`src/rtl/tx_sched.sv`:
```
// Arbitrates the shared byte transmitter between the sample-dump (A) and
// command-readback (B) word sources, with XON/XOFF gating and a B-fairness burst cap.
module tx_sched #(
    parameter int WIDTH     = 32,
    parameter int MAX_BURST = 4,
    parameter int RDY_TMO   = 2
) (
    input  logic             clk_i,
    input  logic             rst_in,
    input  logic             a_stb_i,
    input  logic [WIDTH-1:0] a_d_i,
    input  logic [2:0]       a_width_i,
    output logic             a_rdy_o,
    input  logic             b_stb_i,
    input  logic [WIDTH-1:0] b_d_i,
    input  logic [2:0]       b_width_i,
    output logic             b_rdy_o,
    input  logic             xon_i,
    input  logic             xoff_i,
    input  logic             tx_rdy_i,
    output logic             tx_stb_o,
    output logic [WIDTH-1:0] tx_o,
    output logic [2:0]       tx_width_o,
    output logic             paused_o,
    output logic             drop_o
);
    localparam int BW = (MAX_BURST > 0) ? $clog2(MAX_BURST + 1) : 1;
    localparam int TW = (RDY_TMO > 1) ? $clog2(RDY_TMO) : 1;

    typedef enum logic [1:0] {IDLE, ISSUE, WAIT_LO, WAIT_HI} state_t;

    typedef struct packed {
        logic             full;
        logic [WIDTH-1:0] d;
        logic [2:0]       w;
    } slot_t;

    state_t        state;
    slot_t         slot_a, slot_b;
    logic [BW-1:0] burst;
    logic [TW-1:0] tmo;
    logic          gsel_b;
    logic          paused;
    logic          pick_b, can_grant;
    logic [2:0]    g_w;

    function automatic logic [2:0] sat_w(input logic [2:0] w);
        return (w > 3'd4) ? 3'd4 : w;
    endfunction

    assign pick_b    = slot_b.full &&
                       (!slot_a.full || (MAX_BURST != 0 && burst == BW'(MAX_BURST)));
    assign can_grant = (state == IDLE) && !paused && tx_rdy_i && (slot_a.full || slot_b.full);
    assign g_w       = pick_b ? slot_b.w : slot_a.w;

    assign a_rdy_o  = !slot_a.full;
    assign b_rdy_o  = !slot_b.full;
    assign paused_o = paused;

    always_ff @(posedge clk_i) begin
        if (!rst_in) begin
            state      <= IDLE;
            slot_a     <= '0;
            slot_b     <= '0;
            burst      <= '0;
            tmo        <= '0;
            gsel_b     <= 1'b0;
            paused     <= 1'b0;
            tx_stb_o   <= 1'b0;
            tx_o       <= '0;
            tx_width_o <= '0;
            drop_o     <= 1'b0;
        end else begin
            tx_stb_o <= 1'b0;
            drop_o   <= 1'b0;

            if (xoff_i)
                paused <= 1'b1;
            else if (xon_i)
                paused <= 1'b0;

            // A slot never captures and frees in one cycle: capture needs it empty.
            if (a_stb_i && !slot_a.full)
                slot_a <= '{full: 1'b1, d: a_d_i, w: sat_w(a_width_i)};
            if (b_stb_i && !slot_b.full)
                slot_b <= '{full: 1'b1, d: b_d_i, w: sat_w(b_width_i)};

            if (can_grant && pick_b)
                burst <= '0;
            else if (!slot_b.full)
                burst <= '0;
            else if (can_grant && burst != BW'(MAX_BURST))
                burst <= burst + 1'b1;

            case (state)
                IDLE: begin
                    if (can_grant) begin
                        gsel_b <= pick_b;
                        if (g_w == 3'd0) begin
                            drop_o <= 1'b1;
                            if (pick_b) slot_b.full <= 1'b0;
                            else        slot_a.full <= 1'b0;
                        end else begin
                            tx_o       <= pick_b ? slot_b.d : slot_a.d;
                            tx_width_o <= g_w;
                            tx_stb_o   <= 1'b1;
                            state      <= ISSUE;
                        end
                    end
                end
                ISSUE: begin
                    if (gsel_b) slot_b.full <= 1'b0;
                    else        slot_a.full <= 1'b0;
                    tmo   <= '0;
                    state <= WAIT_LO;
                end
                WAIT_LO: begin
                    // tx_rdy_i never dropping means the transmitter finished instantly.
                    if (!tx_rdy_i)
                        state <= WAIT_HI;
                    else if (tmo == TW'(RDY_TMO - 1))
                        state <= IDLE;
                    else
                        tmo <= tmo + 1'b1;
                end
                WAIT_HI: begin
                    if (tx_rdy_i)
                        state <= IDLE;
                end
                default: state <= IDLE;
            endcase
        end
    end
endmodule

```
`config.mk`:
```
export PLATFORM = sky130hd
export DESIGN_NAME = tx_sched
export DESIGN_NICKNAME = d
export VERILOG_FILES = /design/src/rtl/tx_sched.sv
export SDC_FILE = /design/constraint.sdc
export NUM_CORES = 1
export LEC_CHECK = 0
export BUFFER_PORTS_ARGS = -buffer_cell sky130_fd_sc_hd__clkbuf_2
export CORE_MARGIN = 2
export CORE_UTILIZATION = 40
export DETAILED_ROUTE_END_ITERATION = 8
export PLACE_DENSITY_LB_ADDON = 0.25
export SLEW_MARGIN = 10
export SYNTH_ARGS = -nofsm -noshare
export SYNTH_HDL_FRONTEND = slang
export SYNTH_SLANG_ARGS = --single-unit
```
`constraint.sdc`:
```
create_clock -name clk_i -period 4.5 [get_ports clk_i]
set_input_delay 0.675 -clock clk_i [delete_from_list [all_inputs] [get_ports clk_i]]
set_output_delay 0.675 -clock clk_i [all_outputs]
set_load 0.1 [all_outputs]
```
==> out/qor.txt <==
1st-iter DRT viols: 364
WP data arrival: 3.08 ns
Startpoint types: flop
Commonest non-fill, non-tap cell in the layout: nand2_1
Setup TNS: 0 ns
Post-route insts no fill: 881
Hold_buf cts: 0
Max-Cap Viols: 0
Drt wl/cell: 15.55 um
Final Hold Violating Endpoints: 0
Vias after detailed routing: 4526
Ys flop type: dfxtp_1
Max Fclk: 353.5 MHz
CTS Root Cell: clkbuf_16
Post-Syn Area: 0.005037 mm2
Tightest Pin Transition: 1.064 ns
Pwr dens: 467.4 mW/mm2
Detail Route Antenna Nets: 0
Routed wire length: 13700 um
Routability cong.: 0.8253
Crit path kind: reg2reg
Fin util: 0.5155
Port Buffers: 116
Clock Tree Buf Depth: 2
Worst VDD drop: 284.8 uV
Post-route minimum period: 2.829 ns
Die area: 0.01351 mm2
Worst EP required: 4.75 ns
PostCTS Resize Cnt: 0
Post-synth EDFFs: 0
Post-route cell area: 0.006270 mm2
Post CTS Setup Buffer Count: 0
Leak pwr: 2.369 nW
Die W: 116.2 um
Sink Count: 117
CTS tree: done
I/O Pins: 117
Synthesized instance count: 610
Rows: 40
Clk_lat worst skew: 0.42 ns
Final setup violation count: 0
Total GRT Usage: 0.2111
Yosys Warn Count: 0
Last element of the critical path: tx_o[23]$_SDFFE_PN0P_
Seq/Total Area, Yosys: 0.4650
Clock Pin Slew Worst Setup and Hold Paths: 0.05 ns
Initial core utilization: 0.4142
Final clock period utilization by the worst path: 0.6287
Cell variety after synth: 37
DRC viols: 0
Final #Nets: 779
Pin count of the biggest net entering global routing: 109
Final Max Slew Viols: 0
DP Area: 0.005707 mm2
Die height: 116.2 um
Overflow left after global routing: 0
Seq cells post-synth: 117
Worst flop-to-flop path startpoint: burst[0]$_SDFFE_PP0P_
Mean Syn Cell Area: 8.258 um2
RSZ-0062 raised after global routing: no
Status: complete, no violations
Syn_nets: 689
H-Tree Depth: 4
Area Growth Syn to Fin: 24.47%
Initial antenna violation count: 0
CP Capture Type: flop
Core area: 0.01216 mm2
Synth async-reset ratio: 0
Placed cell count: 849
Reg-to-Reg End: tx_o[23]$_SDFFE_PN0P_
N_diodes: 0
CP max FO: 35
Reg2Reg Depth: 7
Class of the worst hold path: reg2reg
Total CTS buffers: 17
Via/cell ratio: 5.137
Share of cells above drive strength 1: 0.2623
Final HPWL DP: 8993 um
Most frequent cells in the layout: 177 x nand2_1, 116 x dfxtp_1, 116 x clkbuf_2
Global-route wire length before repair: 21910 um
Reg2reg setup slack: 1.67 ns
Slew Limit Headroom: 0.2888
CP Launch Point: burst[0]$_SDFFE_PP0P_
Vias in the first global route: 4401
DR pass1 iterations: 7
Fill cells: 1171
Clk_skew: 0.008053 ns
==> state kept, by name, indices dropped and copies added, names as in the netlist <==
signal / cells
burst: 3
drop_o: 1
gsel_b: 1
paused_o: 1
slot_a: 36
slot_b: 36
state: 2
tmo: 1
tx_o: 32
tx_stb_o: 1
tx_width_o: 3
==> where the power goes <==
| part | internal [mW] | switching [mW] | total [mW] | leakage [nW] |
|---|---|---|---|---|
| registers | 1.10 | 0.0534 | 1.15 | 0.957 |
| logic | 0.135 | 0.370 | 0.505 | 1.14 |
| clock network | 0.830 | 0.441 | 1.27 | 0.276 |
| total | 2.07 | 0.864 | 2.93 | 2.37 |
==> cell usage after synthesis (2+ instances only) <==
master	number	area share
a311oi_1	5	0.0087
a311oi_2	28	0.083
inv_1	38	0.028
buf_2	6	0.0060
buf_1	2	0.0015
nand2_1	178	0.13
buf_4	2	0.0030
ha_1	2	0.0050
o21ai_0	3	0.0030
nand3_1	36	0.036
nor2b_1	4	0.0050
o31a_1	32	0.056
nor4b_1	2	0.0035
clkbuf_1	41	0.031
o221ai_1	2	0.0035
a21oi_1	80	0.079
dfxtp_1	117	0.46
mux2i_1	3	0.0060
nor2_1	6	0.0045
nand3b_1	5	0.0075
a211oi_1	2	0.0030
==> logic make-up after synthesis <==
group,after synthesis,synth area share
AOI/OAI and AO/OA,160,0.2529
adders and majority gates,2,0.004967
buffers and inverters,90,0.07005
DFF,117,0.4650
muxes,3,0.005961
and+or+nand+nor,238,0.2012
==> stage by stage <==
stage | power, mW | setup WS (ns) | hold WS (ns)
global route | 3.041 | 1.471 | 0.4737
finish | 2.930 | 1.671 | 0.4528
global placement | 1.671 | 1.714 | 0.4417
CTS | 2.953 | 1.623 | 0.4548
floorplan | 1.552 | 2.248 | 0.4332
detailed placement | 1.682 | 1.643 | 0.4472
==> area by class of cell <==
type | count | area (um2) | share of cell area
clock buffers | 29 | 520.5 | 0.08302
well taps | 168 | 210.2 | 0.03353
inverters | 39 | 151.4 | 0.02415
clock inverters | 3 | 40.04 | 0.006386
multi-input cells | 403 | 2379 | 0.3794
flip-flops and latches | 117 | 2344 | 0.3738
repair buffers | 122 | 625.6 | 0.09978
==> worst max-delay path, cell delays in order (launching register included) <==
cell and delay [ns]:
dfxtp_1 0.34, inv_1 0.06, ha_1 0.24, a21bo_2 0.23, and4b_2 0.46, nor3_4 0.72
buf_4 0.45, a311oi_2 0.15
==> layer usage <==
metal	wire length (um)	vias up	track usage
li1	-	2278	-
met1	6122	2073	0.2739
met2	6543	154	0.3353
met3	777	21	0.05241
met4	254	0	0.09048
met5	0	-	0
==> worst min path at each step <==
stage / startpoint / to / slack (ns) / cells after the start
after floorplan: tmo$_SDFFE_PN0P_ / tmo$_SDFFE_PN0P_ / 0.43 / 2
after global placement: tmo$_SDFFE_PN0P_ / tmo$_SDFFE_PN0P_ / 0.44 / 2
after detailed placement: slot_a[20]$_SDFFE_PN0P_ / slot_a[20]$_SDFFE_PN0P_ / 0.45 / 2
after CTS: slot_a[20]$_SDFFE_PN0P_ / slot_a[20]$_SDFFE_PN0P_ / 0.45 / 2
after global routing: a_d_i[2] / slot_a[5]$_SDFFE_PN0P_ / 0.47 / 3
final: slot_a[14]$_SDFFE_PN0P_ / slot_a[14]$_SDFFE_PN0P_ / 0.45 / 2
(Power assumes the default switching activity.)
